===== src/rtl/micro_pkg.sv =====
// micro_pkg: shared definitions for the 12-bit accumulator micro datapath.
//   - instruction / data widths
//   - opcode constants the datapath has to recognise (gating, halt, reserved)
//   - SelAcc and SelALU field encodings
//   - sequencer state enum and the ALU response struct
package micro_pkg;

    localparam int INSTR_W = 12;
    localparam int DATA_W  = 8;

    // Opcodes the datapath itself reacts to; all others just apply strobes.
    localparam logic [3:0] OP_NOP   = 4'b0000;
    localparam logic [3:0] OP_BRZ_A = 4'b0110;  // needs Z=1
    localparam logic [3:0] OP_BRZ_B = 4'b0111;  // needs Z=1
    localparam logic [3:0] OP_BRC_A = 4'b1000;  // needs C=1
    localparam logic [3:0] OP_RSV_A = 4'b1001;  // reserved
    localparam logic [3:0] OP_BRC_B = 4'b1010;  // needs C=1
    localparam logic [3:0] OP_RSV_B = 4'b1110;  // reserved
    localparam logic [3:0] OP_HALT  = 4'b1111;

    typedef enum logic [1:0] {
        ACC_ALU  = 2'b00,
        ACC_REG  = 2'b01,
        ACC_IMM  = 2'b10,
        ACC_HOLD = 2'b11
    } accSel_e;

    // SelALU[3:2]
    typedef enum logic [1:0] {
        ALU_PASS = 2'b00,
        ALU_NOR  = 2'b01,
        ALU_ADD  = 2'b10,
        ALU_SUB  = 2'b11
    } aluOp_e;

    // SelALU[1:0]; 2'b10 is a second "no shift" code
    typedef enum logic [1:0] {
        SH_NONE  = 2'b00,
        SH_LEFT  = 2'b01,
        SH_NONE2 = 2'b10,
        SH_RIGHT = 2'b11
    } shift_e;

    typedef enum logic [1:0] {
        FETCH   = 2'b00,
        DECODE  = 2'b01,
        EXECUTE = 2'b10,
        HALTED  = 2'b11
    } state_e;

    typedef struct packed {
        logic [DATA_W-1:0] result;
        logic              carry;
        logic              zero;
    } aluRsp_t;

endpackage


===== src/rtl/micro_alu.sv =====
// micro_alu: purely combinational ALU. Op first, then optional 1-bit shift.
// Ports:
//   a, b    in  DATA_W : operands (a = accumulator, b = register file read)
//   selAlu  in  4      : [3:2] op (pass/NOR/ADD/SUB), [1:0] shift
//   rsp     out        : result, carry, zero
module micro_alu
    import micro_pkg::*;
(
    input  logic [DATA_W-1:0] a,
    input  logic [DATA_W-1:0] b,
    input  logic [3:0]        selAlu,
    output aluRsp_t           rsp
);

    logic [DATA_W:0]   opRes;   // MSB is the op's carry out
    logic [DATA_W-1:0] shRes;
    logic              shCarry;

    always_comb begin
        opRes = {1'b0, a};
        case (selAlu[3:2])
            ALU_ADD: opRes = {1'b0, a} + {1'b0, b};
            // carry out of A+~B+1 is the "no borrow" flag
            ALU_SUB: opRes = {1'b0, a} + {1'b0, ~b} + {{DATA_W{1'b0}}, 1'b1};
            ALU_NOR: opRes = {1'b0, ~(a | b)};
            default: opRes = {1'b0, a};
        endcase

        shRes   = opRes[DATA_W-1:0];
        shCarry = opRes[DATA_W];
        case (selAlu[1:0])
            SH_LEFT: begin
                shRes   = {opRes[DATA_W-2:0], 1'b0};
                shCarry = opRes[DATA_W-1];
            end
            SH_RIGHT: begin
                shRes   = {1'b0, opRes[DATA_W-1:1]};
                shCarry = opRes[0];
            end
            default: ;
        endcase

        rsp.result = shRes;
        rsp.carry  = shCarry;
        rsp.zero   = (shRes == '0);
    end

endmodule


===== src/rtl/micro_datapath.sv =====
// micro_datapath: PC/IR/accumulator/register file/flags plus the
// FETCH -> DECODE -> EXECUTE sequencer of the 12-bit accumulator micro.
// Controller strobes are sampled only on the EXECUTE edge.
// Ports:
//   clk, CLB (async active-high reset)
//   IncPC, SelPC, LoadPC, LoadReg, LoadAcc, SelAcc[1:0], SelALU[3:0] : strobes
//   Opcode[3:0], Z, C, LoadIR            : back to the controller
//   imem_req, imem_addr / imem_valid, imem_data : instruction fetch
//   halted, illegal, acc                 : status / debug
// Build option: MICRO_ILLEGAL_TRAP_EN makes opcodes 1001/1110 halt with
// illegal=1 instead of executing as NOPs.
module micro_datapath
    import micro_pkg::*;
#(
    parameter int PC_W = 8,
    parameter int NREG = 4
) (
    input  logic               clk,
    input  logic               CLB,
    input  logic               IncPC,
    input  logic               SelPC,
    input  logic               LoadPC,
    input  logic               LoadReg,
    input  logic               LoadAcc,
    input  logic [1:0]         SelAcc,
    input  logic [3:0]         SelALU,
    output logic [3:0]         Opcode,
    output logic               Z,
    output logic               C,
    output logic               LoadIR,
    output logic               imem_req,
    output logic [PC_W-1:0]    imem_addr,
    input  logic               imem_valid,
    input  logic [INSTR_W-1:0] imem_data,
    output logic               halted,
    output logic               illegal,
    output logic [DATA_W-1:0]  acc
);

    localparam int REG_AW = $clog2(NREG);

    state_e                      state, stateNxt;
    logic [PC_W-1:0]             pc, pcNxt;
    logic [INSTR_W-1:0]          ir;
    logic [DATA_W-1:0]           accNxt;
    logic [NREG-1:0][DATA_W-1:0] regs;
    logic [REG_AW-1:0]           idx;
    logic [DATA_W-1:0]           regRd;
    aluRsp_t                     aluRsp;
    logic                        skip, trap, exec, commit, flagLd;

    assign idx       = ir[REG_AW-1:0];
    assign regRd     = regs[idx];
    assign Opcode    = ir[INSTR_W-1:INSTR_W-4];
    assign imem_req  = (state == FETCH) && !CLB;
    assign LoadIR    = imem_req && imem_valid;
    assign imem_addr = pc;
    assign halted    = (state == HALTED);

    micro_alu uAlu (
        .a      (acc),
        .b      (regRd),
        .selAlu (SelALU),
        .rsp    (aluRsp)
    );

    // Untaken conditionals and NOP-class opcodes ignore the (stale) strobes.
    always_comb begin
        skip = 1'b0;
        case (Opcode)
            OP_NOP, OP_RSV_A, OP_RSV_B: skip = 1'b1;
            OP_BRZ_A, OP_BRZ_B:         skip = !Z;
            OP_BRC_A, OP_BRC_B:         skip = !C;
            default:                    skip = 1'b0;
        endcase
    end

`ifdef MICRO_ILLEGAL_TRAP_EN
    assign trap = (Opcode == OP_RSV_A) || (Opcode == OP_RSV_B);
`else
    assign trap = 1'b0;
`endif

    // exec: an EXECUTE cycle that retires normally (not halt/trap)
    assign exec   = (state == EXECUTE) && (Opcode != OP_HALT) && !trap;
    assign commit = exec && !skip;
    assign flagLd = commit && LoadAcc && (SelAcc == ACC_ALU);

    always_comb begin
        stateNxt = state;
        case (state)
            FETCH:   if (imem_valid) stateNxt = DECODE;
            DECODE:  stateNxt = EXECUTE;
            EXECUTE: stateNxt = ((Opcode == OP_HALT) || trap) ? HALTED : FETCH;
            default: stateNxt = HALTED;
        endcase
    end

    always_comb begin
        pcNxt = pc;
        if (commit) begin
            if (LoadPC)     pcNxt = SelPC ? regRd[PC_W-1:0] : ir[PC_W-1:0];
            else if (IncPC) pcNxt = pc + PC_W'(1);
        end else if (exec) begin
            pcNxt = pc + PC_W'(1);
        end
    end

    always_comb begin
        accNxt = acc;
        if (commit && LoadAcc) begin
            case (SelAcc)
                ACC_ALU: accNxt = aluRsp.result;
                ACC_REG: accNxt = regRd;
                ACC_IMM: accNxt = ir[DATA_W-1:0];
                default: ;
            endcase
        end
    end

    always_ff @(posedge clk or posedge CLB) begin
        if (CLB) begin
            state <= FETCH;
            pc    <= '0;
            ir    <= '0;
            acc   <= '0;
            regs  <= '0;
            Z     <= 1'b0;
            C     <= 1'b0;
        end else begin
            state <= stateNxt;
            pc    <= pcNxt;
            acc   <= accNxt;
            if (LoadIR)            ir        <= imem_data;
            // register write takes the accumulator value before this edge
            if (commit && LoadReg) regs[idx] <= acc;
            if (flagLd) begin
                Z <= aluRsp.zero;
                C <= aluRsp.carry;
            end
        end
    end

`ifdef MICRO_ILLEGAL_TRAP_EN
    always_ff @(posedge clk or posedge CLB) begin
        if (CLB)                            illegal <= 1'b0;
        else if ((state == EXECUTE) && trap) illegal <= 1'b1;
    end
`else
    assign illegal = 1'b0;
`endif

endmodule


===== config.mk =====
export PLATFORM = sky130hd
export DESIGN_NAME = micro_datapath
export DESIGN_NICKNAME = d
export VERILOG_FILES = /design/src/rtl/micro_pkg.sv /design/src/rtl/micro_alu.sv /design/src/rtl/micro_datapath.sv
export SDC_FILE = /design/constraint.sdc
export NUM_CORES = 1
export LEC_CHECK = 0
export ABC_AREA = 1
export CORE_AREA = 2 2 91 93
export CTS_CLUSTER_SIZE = 14
export DETAILED_ROUTE_END_ITERATION = 8
export DIE_AREA = 0 0 93 95
export PLACE_DENSITY = 0.83
export SKIP_LAST_GASP = 1
export SYNTH_ARGS = -nofsm -noshare
export SYNTH_HDL_FRONTEND = slang
export SYNTH_HIERARCHICAL = 1
export SYNTH_SLANG_ARGS = --single-unit

===== constraint.sdc =====
create_clock -name clk -period 5.8 [get_ports clk]
set_clock_uncertainty 0.05 [all_clocks]
set_input_delay 1.16 -clock clk [delete_from_list [all_inputs] [get_ports clk]]
set_output_delay 1.16 -clock clk [all_outputs]
set_load 0.01 [all_outputs]

**Word-level counts from Yosys, hierarchy flattened**

Index checks and enable logic that the tools add are counted.

- Logic and storage cells: 80
- Bits of input ports: 26
- Bits in registers: 64

- Magnitude comparators: 2
- Add/subtract/negate cells: 4
- Muxes and demuxes: 18
- Reduce and logical (&&, ||, !) cells: 23
- Bitwise operators: 3
- Eq/ne operators: 20

Operator list:

| operator | number |
|---|---|
| 8-bit 2-to-1 mux | 7 |
| 32-bit bitwise mux | 1 |
| 9-bit one-hot mux with 3 select lines | 1 |
| 8-bit one-hot mux with 3 select lines | 1 |
| 4-bit equality test, second input constant | 5 |
| 8-bit by 8-bit adder with 9-bit output | 2 |
| 8-bit binary-select mux with 2-bit select | 1 |
| 8-bit demux with 2-bit select | 1 |
| 8-bit inverter | 2 |
| 8-bit one-hot mux with 2 select lines | 1 |
| 2-bit equality test, second input constant | 6 |
| 9-bit by 1-bit adder with 9-bit output, second input constant | 1 |
| 8-bit by 1-bit adder with 8-bit output, second input constant | 1 |
| 2-bit by 1-bit equality test with 1-bit output, second input constant | 4 |
| 4-bit by 3-bit equality test with 1-bit output, second input constant | 2 |
| 1-bit logical AND | 8 |
| 8-bit logical NOT | 1 |
| 8-bit bitwise OR | 1 |
| 2-bit one-hot mux with 3 select lines | 1 |
| 1-bit logical NOT | 4 |
| 2-bit logical NOT | 2 |
| 4-bit logical NOT | 1 |
| 2-bit 2-to-1 mux | 2 |
| 4-bit inequality test, second input constant | 1 |
| 11 further kinds | 13 |

**Longest topological paths before layout**

- Depth in word-level cells: 8
- Depth in mapped cells: 26
- Mapped depth without buffers: 24

**By module**

Netlist, hierarchy kept.

Modules (own cells, without submodules):

| module | area an instance (sq um) | times used | cells an instance |
|---|---|---|---|
| micro_datapath | 3,444.6 | 1 | 459 |
| micro_alu | 1,316.3 | 1 | 250 |

**Least setup slack after synthesis**

OpenSTA, ideal clock, no wires.

- Kind: input-to-output
- Start: input port CLB
- End: output port LoadIR
- Data required time: 4.590 ns
- Data arrival time: 2.035 ns
- Slack: 2.555 ns
- Cell stages on the path: 4
- Path through: nor3_1 nand2_1 clkinv_1 buf_4

- Cells in the longest elaborated chain, start to end: 3

RTL lines:

| item | line | source |
|---|---|---|
| from (decl) | micro_datapath.sv:19 | `input logic CLB,` |
| 1-bit logical NOT (no source line) | n/a |  |
| 1-bit logical AND | micro_datapath.sv:55 | `assign imem_req = (state == FETCH) && !CLB;` |
| 1-bit logical AND | micro_datapath.sv:56 | `assign LoadIR = imem_req && imem_valid;` |
| to (decl) | micro_datapath.sv:30 | `output logic LoadIR,` |

No other way between the ends.

**Final worst setup path**

Same ends and word-level chain as after synthesis.

==> results.ini <==
[drt]
viasPerCell = 5.34
vias = 4584
wire_per_inst_um = 14.1
drt_first_pass_iters = 4
routed-wl-met2_um = 6030
ant_nets = 0
drt_iter0_drc = 339
route.detailed.drc = 0
top_layer_used = met4
wl_met1_um = 5280
wl_met3_um = 545
totalWireLength_um = 12100

[clock_tree]
cts_setup_buffers = 0
clk_pin_slew_ns = 0.07
cts_made_buffers = 9
cts_root_buf = clkbuf_8
cts_resized = 0
cts_buffer_depth = 2
htreeDepth = 3
cts_tree = built
clkSinkCount = 64
insertion_delay_ns = 0.34
cts_hold_buf = 0

[layout]
finalNonFillerCells = 859
nets = 806
insertedDiodeCount = 0
finish.utilization_pct = 69.0
drive_gt1_share_pct = 6.76
syn_to_final_growth_pct = 14.9

[die]
die_w_um = 93
pin_count = 52
die-area_mm2 = 0.00884
initial_core_util_pct = 60.1
rows = 33
core_mm2 = 0.00793
die_h_um = 95

[yosys]
synthesis.nets = 766
yosys_warnings = 6
post_synth.cell_area_avg_um2 = 6.71
async_flop_share_pct = 100
yosys_register_bits = 64
netlist_instances = 709
synth_cell_types = 38
syn_area_mm2 = 0.00476
synth_flop_cell = dfrtp_1
ys_seq_area_share_pct = 33.6
synth_edf_count = 0

[pwr]
comb_power_share_pct = 56.4
power.density_mw_per_mm2 = 525
clkPwrFrac_pct = 14.9
p_int_uw = 1480
switching_share_pct = 48.5
ir_drop_mv = 0.277
power.leakage_uw = 0.00286
switchingPower_uw = 1390
seq_power_share_pct = 28.7

[placed_design]
dp_slack_ns = 1.62
place_congestion = 0.980
hpwlAfterDp_um = 9260
io_buffers = 50
placed_cells = 843

[setup_path]
cp-start-kind = input port
path_max_fanout = 19
worst_setup_path_end_kind = output pin
cp_data_arrival_time_ns = 2.96
rr_worst_depth = 23
critPathKind = input port to output pin
required_ns = 4.59

[flow_run]
maxCapViolCount = 0

[outcome]
status = finished, final reports clean

[global_routing]
gr-total-overflow = 0
grt.total_usage_pct = 28.5
grt_antenna_before_repair = 0
grt_pass1_vias = 4263
grt_pass1_wl_um = 19800
grt_max_degree = 65

[sta]
drv_slew = 0
hold_viol = 0
worstMarginPinSlew_ns = 0.811
timing.final.crit_period_ns = 4.17
setup-violations-final = 0
setup_tns_ns = 0
fin_ws_ns = 1.63
rsz0062_at_grt = false
fin_crit_sh_pct = 71.9
max-slew-margin-rel_pct = 45.9
clock.fmax_mhz = 240

[min_path]
holdPathStages = 2
hp-class = flop to flop

==> power by group through the flow <==
| stage | clock network, uW | logic [uW] | registers, uW |
|---|---|---|---|
| floorplan | 0 | 1200 | 774 |
| global placement | 0 | 1550 | 818 |
| detailed placement | 0 | 1600 | 823 |
| CTS | 433 | 1610 | 817 |
| global route | 452 | 1840 | 846 |
| finish | 428 | 1620 | 824 |
==> critical path, cell delays in order <==
cell,delay (ns)
clkdlybuf4s50_1,0.51
nor3_1,0.07
nand2_1,0.20
clkinv_1,0.42
clkdlybuf4s50_1,0.61
==> sequential cells by signal, indices dropped and copies added, names as in the netlist <==
name       flops
regs          32
ir            12
acc            8
imem_addr      8
state          2
C              1
Z              1
==> cell usage in the layout, fill, tap and decap left out, drive strengths merged, types with 4 or more instances in the layout <==
cell type	instances
a21oi	30
clkbuf	11
clkdlybuf4s50	50
dfrtp	64
ha	29
inv	92
nand2	284
nand3	66
nand4	5
nor2	44
nor3	4
o21ai	55
==> synth_stat cells, types with 2 or more instances <==
cell	count	area share (%)
nor2_1	37	2.9
a21oi_1	29	3.0
ha_1	29	7.6
buf_6	4	0.95
nand2_1	277	22
o21ai_2	8	1.5
dfrtp_1	64	34
inv_1	85	6.7
o21ai_1	24	2.5
buf_2	6	0.63
nor3_1	3	0.32
buf_1	2	0.16
fa_1	2	0.84
buf_4	8	1.3
nand2_4	4	0.95
nand4_1	5	0.66
nor2_2	5	0.66
o21ai_0	23	2.4
nand3_1	65	6.8
nand3b_1	2	0.32
xor2_1	2	0.37
nand2_2	3	0.39
inv_2	7	0.55
==> cells by family (layout without fill, tap and decap cells) <==
kind of cell | count (synthesis) | count (layout) | synth area share (%)
other | 1 | 1 | 0.0788
DFF | 64 | 64 | 33.6
buffers and inverters | 115 | 160 | 10.5
AOI/OAI and AO/OA | 88 | 88 | 10.4
adders and majority gates | 31 | 31 | 8.46
and+or+nand+nor | 407 | 407 | 36.4
xor gates and xnor gates | 3 | 3 | 0.552
==> path summary, 6_finish.rpt <==
| kind | endpoint | slack, ns | start |
|---|---|---|---|
| setup / recovery | LoadIR | 1.63 | CLB |
| hold / removal | regs[8]$_DFFE_PP0P_ | 0.44 | regs[8]$_DFFE_PP0P_ |
| setup reg to reg | Z$_DFFE_PP0P_ | 2.16 | ir[0]$_DFFE_PP0P_ |
| hold reg to reg | regs[8]$_DFFE_PP0P_ | 0.44 | regs[8]$_DFFE_PP0P_ |
| max in group asynchronous | regs[0]$_DFFE_PP0P_ | 3.79 | CLB |
| min in group asynchronous | ir[10]$_DFFE_PP0P_ | 1.38 | CLB |
==> area by class of cell <==
| cell class | count | area (um2) |
|---|---|---|
| Multi-Input combinational cell | 530 | 2660 |
| Sequential cell | 64 | 1600 |
| Fill cell | 707 | 2460 |
| Timing Repair Buffer | 51 | 508 |
| Inverter | 93 | 349 |
| Clock inverter | 5 | 80.1 |
| Tap cell | 105 | 131 |
| Clock buffer | 11 | 141 |
==> per-stage QoR <==
stage	hold WS (ns)	area (um2)	power, uW
after floorplan	0.405	4760	1970
after global placement	0.415	5250	2370
after detailed placement	0.426	5250	2430
after CTS	0.443	5470	2860
after global routing	0.465	5470	3140
final	0.444	5470	2870
==> per-layer routing <==
layer	up-vias	track usage, %
met2	143	49.1
met4	0	10.3
li1	2296	-
met5	-	0
met3	20	3.51
met1	2125	37.1
Power figures use the tool's default switching activity.
